**config.mk**
```make
export PLATFORM = sky130hd
export DESIGN_NAME = inv_square_unit
export DESIGN_NICKNAME = d
export VERILOG_FILES = /design/src/rtl/inv_square_unit.sv
export SDC_FILE = /design/constraint.sdc
export NUM_CORES = 1
export LEC_CHECK = 0
export ABC_CLOCK_PERIOD_IN_PS = 7800
export BUFFER_PORTS_ARGS = -buffer_cell sky130_fd_sc_hd__buf_2
export CAP_MARGIN = 20
export CORE_UTILIZATION = 30
export DETAILED_ROUTE_END_ITERATION = 10
export SLEW_MARGIN = 40
export SYNTH_ARGS = -nofsm -noshare
export SYNTH_HDL_FRONTEND = slang
export SYNTH_SLANG_ARGS = --single-unit
export TNS_END_PERCENT = 1
```
**constraint.sdc**
```tcl
create_clock -name clk -period 7.8 [get_ports clk]
set_input_delay 0.78 -clock clk [delete_from_list [all_inputs] [get_ports clk]]
set_output_delay 0.78 -clock clk [all_outputs]
set_load 0.05 [all_outputs]
```
**src/rtl/inv_square_unit.sv**
```systemverilog
// Iterative float32 x = 1/(y*y): one 24x24 square, 24-step restoring divide, truncation, FTZ.
// Optional out_flags {nan, overflow, divzero} when INV_SQUARE_FLAGS_EN is defined.
module inv_square_unit (
  input  logic        clk,
  input  logic        rst,
  input  logic        in_valid,
  output logic        in_ready,
  input  logic [31:0] in_data,
  output logic        out_valid,
  input  logic        out_ready,
  output logic [31:0] out_data
`ifdef INV_SQUARE_FLAGS_EN
  ,
  output logic [2:0]  out_flags
`endif
);

  localparam logic [31:0] QNAN = 32'h7FC0_0000;
  localparam logic [31:0] PINF = 32'h7F80_0000;
  localparam logic [23:0] ONE  = 24'h80_0000;

  typedef enum logic [2:0] {IDLE, SQUARE, DIVIDE, PACK, DONE} state_t;

  state_t             state_q, state_d;
  logic [4:0]         cnt_q, cnt_d;
  logic [31:0]        y_q, y_d;
  logic [23:0]        s_q, s_d;
  logic signed [9:0]  e2_q, e2_d;
  logic [23:0]        r_q, r_d;
  logic [23:0]        quo_q, quo_d;
  logic [31:0]        out_data_q, out_data_d;
  logic               out_valid_q, out_valid_d;

  // Classification and result fields, used only in PACK
  logic [24:0]        p_hi;
  logic signed [8:0]  e_s;
  logic [24:0]        r_sh;
  logic signed [10:0] be;
  logic               is_dz, is_nan, is_inf, is_ovf, is_unf;

`ifdef INV_SQUARE_FLAGS_EN
  logic [2:0] flags_q, flags_d;
  assign out_flags = flags_q;
`endif

  assign in_ready  = (state_q == IDLE);
  assign out_valid = out_valid_q;
  assign out_data  = out_data_q;

  always_comb begin
    p_hi   = 25'((48'(y_q[30:23] != 8'd0 ? {1'b1, y_q[22:0]} : {1'b1, y_q[22:0]}) *
                  48'({1'b1, y_q[22:0]})) >> 23);
    e_s    = $signed({1'b0, y_q[30:23]}) - 9'sd127;
    r_sh   = {r_q, 1'b0};
    be     = (s_q == ONE ? 11'sd127 : 11'sd126) - $signed({e2_q[9], e2_q});
    is_dz  = (y_q[30:23] == 8'd0);
    is_nan = (y_q[30:23] == 8'hFF) && (y_q[22:0] != 23'd0);
    is_inf = (y_q[30:23] == 8'hFF) && (y_q[22:0] == 23'd0);
    is_ovf = !is_dz && (y_q[30:23] != 8'hFF) && (be >= 11'sd255);
    is_unf = !is_dz && (y_q[30:23] != 8'hFF) && (be <= 11'sd0);
  end

  always_comb begin
    state_d     = state_q;
    cnt_d       = cnt_q;
    y_d         = y_q;
    s_d         = s_q;
    e2_d        = e2_q;
    r_d         = r_q;
    quo_d       = quo_q;
    out_data_d  = out_data_q;
    out_valid_d = out_valid_q;
`ifdef INV_SQUARE_FLAGS_EN
    flags_d     = flags_q;
`endif
    unique case (state_q)
      IDLE: begin
        if (in_valid) begin
          y_d     = in_data;
          state_d = SQUARE;
        end
      end
      SQUARE: begin
        // P in Q2.46; keep the 24 bits under the leading one as s in [1,2)
        s_d     = p_hi[24] ? p_hi[24:1] : p_hi[23:0];
        e2_d    = $signed({e_s, p_hi[24]});
        r_d     = ONE;
        quo_d   = '0;
        cnt_d   = '0;
        state_d = DIVIDE;
      end
      DIVIDE: begin
        if (r_sh >= {1'b0, s_q}) begin
          r_d   = 24'(r_sh - {1'b0, s_q});
          quo_d = {quo_q[22:0], 1'b1};
        end else begin
          r_d   = r_sh[23:0];
          quo_d = {quo_q[22:0], 1'b0};
        end
        if (cnt_q == 5'd23) begin
          cnt_d   = '0;
          state_d = PACK;
        end else begin
          cnt_d = cnt_q + 5'd1;
        end
      end
      PACK: begin
        if (is_dz || is_ovf)      out_data_d = PINF;
        else if (is_nan)          out_data_d = QNAN;
        else if (is_inf || is_unf) out_data_d = 32'd0;
        else if (s_q == ONE)      out_data_d = {1'b0, be[7:0], 23'd0};
        else                      out_data_d = {1'b0, be[7:0], quo_q[22:0]};
`ifdef INV_SQUARE_FLAGS_EN
        flags_d = {is_nan, is_ovf, is_dz};
`endif
        state_d = DONE;
      end
      DONE: begin
        // out_valid is registered one cycle after entering DONE
        if (!out_valid_q) begin
          out_valid_d = 1'b1;
        end else if (out_ready) begin
          out_valid_d = 1'b0;
          state_d     = IDLE;
`ifdef INV_SQUARE_FLAGS_EN
          flags_d     = '0;
`endif
        end
      end
      default: state_d = IDLE;
    endcase
  end

  always_ff @(posedge clk) begin
    if (rst) begin
      state_q     <= IDLE;
      cnt_q       <= '0;
      y_q         <= '0;
      s_q         <= '0;
      e2_q        <= '0;
      r_q         <= '0;
      quo_q       <= '0;
      out_data_q  <= '0;
      out_valid_q <= 1'b0;
`ifdef INV_SQUARE_FLAGS_EN
      flags_q     <= '0;
`endif
    end else begin
      state_q     <= state_d;
      cnt_q       <= cnt_d;
      y_q         <= y_d;
      s_q         <= s_d;
      e2_q        <= e2_d;
      r_q         <= r_d;
      quo_q       <= quo_d;
      out_data_q  <= out_data_d;
      out_valid_q <= out_valid_d;
`ifdef INV_SQUARE_FLAGS_EN
      flags_q     <= flags_d;
`endif
    end
  end

endmodule

```
# Yosys cells after proc, flatten, opt, wreduce, memory -nomap -nowiden
# Cells that the tools add are included.
# totals
regBits,153
in_bits,36
out_inout_bits,34
wordCells,63
# classes
add_sub_neg,4
n_mul,1
magnitude_cmp,3
eq_ne,12
mux,19
n_reduce_logical,15
# ops
op,count
$mux W31,3
$mul A24 B24 Y48,1
$mux W24,2
$pmux W24 S2,1
$pmux W23 S2,1
$ge A25 B24 Y1,1
$eq A24 B24 Y1 const B,1
$sub A24 B24 Y24,1
$logic_not A23 Y1,1
$mux W23,1
$reduce_bool A23 Y1,1
$pmux W3 S5,1
$mux W3,4
$ge A11 B9 Y1 const B,1
$le A11 B1 Y1 const B,1
$sub A8 B10 Y11,1
$pmux W5 S2,1
$sub A8 B7 Y9 const B,1
$eq A8 B8 Y1 const B,1
$logic_not A8 Y1,1
$ne A2 B2 Y1 const B,4
$ne A8 B8 Y1 const B,1
$eq A3 B2 Y1 const B,2
$add A5 B1 Y5 const B,1
12 further kinds,20

# Depth between registers and ports, before layout
# depth
ltp_word,9
ltp_mapped,31
mapped_depth_nobuf,27

# Worst setup path after synthesis
# Ideal clock, no wire load.
# synth_path
kind,reg-to-reg
from,reg y_q[19]
to,reg s_q[21]
setup_time_ns,0.088
arrival_time_ns,7.117
required_time_ns,7.712
path_slack_ns,0.595
stages_incl_launch_ff,29
path_buffers,5
period_less_slack_ns,7.205
path_cell_list,dfxtp_1 > clkbuf_1 > clkbuf_1 > nand2_1 > fa_1 > inv_1 > fa_1 > inv_1 > fa_1 > fa_1 > inv_1 > fa_1 > fa_1 > inv_1 > fa_1 > inv_1 > ha_1 > clkbuf_1 > a221oi_1 > o21ai_0 > a21oi_1 > o211ai_1 > a31o_2 > a21oi_2 > xnor2_1 > buf_2 > buf_1 > nand2_1 > a311oi_2
# synth_between
elab_chain_len,2
# synth_lines
item,line_no,source
"start, declared",26,"logic [31:0] y_q, y_d;"
"start signal, assigned",151,y_q <= y_d;
$mul A24 B24 Y48,51,"p_hi = 25'((48'(y_q[30:23] != 8'd0 ? {1'b1, y_q[22:0]} : {1'b1, y_q[22:0]}) *"
$mux W24,85,s_d = p_hi[24] ? p_hi[24:1] : p_hi[23:0];
"end signal, assigned",139,s_q <= '0;
"end signal, assigned",152,s_q <= s_d;
"end, declared",27,"logic [23:0] s_q, s_d;"
# No other way between the ends.
# A chain may end at the register's enable or synchronous reset.

# Worst setup path in the final report
# layout_path
from,reg y_q[4]
to,reg s_q[21]
# The elaborated chain is that of the path after synthesis.

==> metrics.txt <==
Cell Area, Synth 23210 um2; Hold Buf Count CTS 0; number of gates resized after CTS 0; die area 78500 um2; CP Data Required Time 8.16 ns; Worst Path Max Fanout 11; vias 17310; Routed WL 56270 um; vias in the first global route 18250; post-synthesis sequential area ratio 13.11%; minimum clock period 7.399 ns; Tcrit/Tclk final 94.86%; drt wl/cell 14.92 um; hpwl dp 47180 um; max-cap viol count 0; ys async rst share 0%; Synth Flop Type dfxtp_1; Synth area leaders fa_1 37%, dfxtp_1 13%, ha_1 11%; Synth top area share 36.56%; Routed Antenna Nets 0; initial DRC count 785; Worst-Skew Late Latency 0.45 ns; Die H 280.2 um; Tot GR Track Use 15.26%; setup tns final 0 ns; Util after Layout 33.88%; Rows 101; H-tree Lvls 4; Leak 12.98 nW; # diodes 0; I/O pin count 70; core area 76200 um2; Unique masters post-synth 73; Yosys Warn Count 0; pwr/cell area 282.7 nW/um2; beginning of the worst hold path e2_q[0]; Mapped Nets 3341; Worst Setup End Kind flip-flop; post-placement cell area 25160 um2; Post-synth top cells 637 x inv_1, 424 x fa_1, 300 x nand2_1; launch point of the worst reg-to-reg path y_q[4]; syn_area_per_cell 8.691 um2; Synth area leader fa_1; post-CTS setup buffer count 0; layout cells sized above 1 7.953%; most frequent cell after synthesis inv_1; Clock Pin Slew Worst Setup and Hold Paths 0.07 ns; CTS tree done; reg-to-reg endpoint s_q[21]; WHS 0.4671 ns; largest net degree at the start of global routing 71; initial core utilization 30.46%; final instance area 25810 um2; port bufs 67; number of flops mapped to enable cells by yosys 0; R2R setup slack 0.40 ns; cell count after placement 3739; setup violators final 0; Crit path arrival time 7.76 ns; worst hold path endpoint e2_q[0]; initial antenna violation count 0; Final Slew Violations 0; register bit count reported by yosys 152; vias per cell 4.589; global-route wire length before repair 95280 um; Worst Setup Start Kind flip-flop; FF-to-FF path depth 26; Peak VDD IR 0.2968 mV; Slew HR 48.65%; Post-route DRC 0; Area Overhead vs Synth 11.20%; Clock Path Buffers 2; fmax 0.1352 GHz; RSZ-0062 raised after global routing false; Post-Syn Instances 2671; worst slew pin tran 0.7702 ns; CTS sink cnt 152; number of fill cells in the layout 7924; CTS Root Cell clkbuf_16; Num CTS Buffers 17; critical path type reg -> reg; nets@finish 3398; die span in x 280.2 um; Hold Path Cell Cnt 2; clk_skew 0.01040 ns; final cell count without fillers 3771; HP Class reg -> reg; grt total ovfl 0; status finished clean; Routability Congestion 0.8526; first-pass iteration count of the detailed router 5; Hold Fails Final Rpt 0
-- worst max-delay path by stage --
stage	start	to	slack (ns)	cells after the start
2_1_floorplan	y_q[19]	s_q[21]	0.59	28
3_3_place_gp	y_q[2]	s_q[21]	0.26	26
3_5_place_dp	y_q[2]	s_q[21]	0.23	26
4_1_cts	y_q[2]	s_q[23]	0.19	26
5_1_grt	y_q[0]	s_q[21]	0.01	27
6_report	y_q[4]	s_q[21]	0.40	26
-- cell type report --
| cell class | instances | area (um2) | share of cell area (%) |
|---|---|---|---|
| Tap cell | 1030 | 1289 | 4.992 |
| Timing Repair Buffer | 149 | 1052 | 4.076 |
| Sequential cell | 152 | 3057 | 11.84 |
| Inverter | 642 | 2412 | 9.345 |
| Multi-Input combinational cell | 1766 | 17370 | 67.30 |
| Clock buffer | 18 | 429.2 | 1.662 |
| Clock inverter | 14 | 201.4 | 0.7803 |
-- through the flow --
step | total power [W] | worst slack [ns]
2_1_floorplan | 0.004991 | 0.5948
3_3_place_gp | 0.006295 | 0.2615
3_5_place_dp | 0.006397 | 0.2325
4_1_cts | 0.007345 | 0.1889
5_1_grt | 0.008084 | 0.01273
6_report | 0.007297 | 0.4011
-- cell families after synthesis --
group,after synthesis,share of synthesized area [%]
fa+ha+maj,634,47.88
xor+xnor,65,2.452
mux,30,1.304
buf+inv,753,12.26
simple gates,674,12.94
other cells,1,0.01615
compound gates,362,10.04
flops,152,13.11
-- state kept, by name (all words and copies together), names as in the netlist --
signal	flops
out_data	31
y_q	31
r_q	24
s_q	24
quo_q	23
e2_q	10
cnt_q	5
state_q	3
out_valid	1
-- layer usage --
| metal | wire length (um) | track usage [%] | part of all wire [%] |
|---|---|---|---|
| met5 | 0 | 0 | 0 |
| met4 | 461 | 2.410 | 0.82 |
| met3 | 1377 | 1.066 | 2.4 |
| met2 | 28340 | 27.21 | 50 |
| met1 | 26090 | 20.43 | 46 |
-- power breakdown --
group          internal [W]  switching [W]
combinational       0.00222        0.00307
clock              0.000518       0.000377
sequential         0.000927       0.000182
total               0.00366        0.00363
-- cells in the final DEF, fill, tap and decap left out, types with 34 or more instances in the layout --
cell / count
inv_1: 637
fa_1: 424
nand2_1: 300
ha_1: 209
nor2_1: 174
dfxtp_1: 141
a21oi_1: 120
buf_4: 74
buf_2: 66
o21ai_0: 65
and2_1: 62
a22oi_1: 48
xnor2_1: 34
-- critical path, cell delays in order (launching register included) --
cell      delay [ns]
dfxtp_1         0.39
buf_4           0.24
clkinv_1        0.14
buf_4           0.21
nor2_1          0.19
inv_1           0.08
fa_1            0.42
fa_1            0.52
inv_1           0.06
fa_1            0.46
fa_1            0.44
fa_1            0.47
fa_1            0.57
inv_1           0.05
fa_1            0.48
inv_1           0.05
ha_1            0.34
a21oi_1         0.09
o211ai_1        0.18
a21oi_1         0.11
o21a_1          0.24
a2111o_1        0.50
nand2_1         0.11
a21oi_1         0.09
o21a_1          0.18
or4_1           0.43
a311oi_2        0.24
No activity file was read; power rests on OpenSTA's default activity.
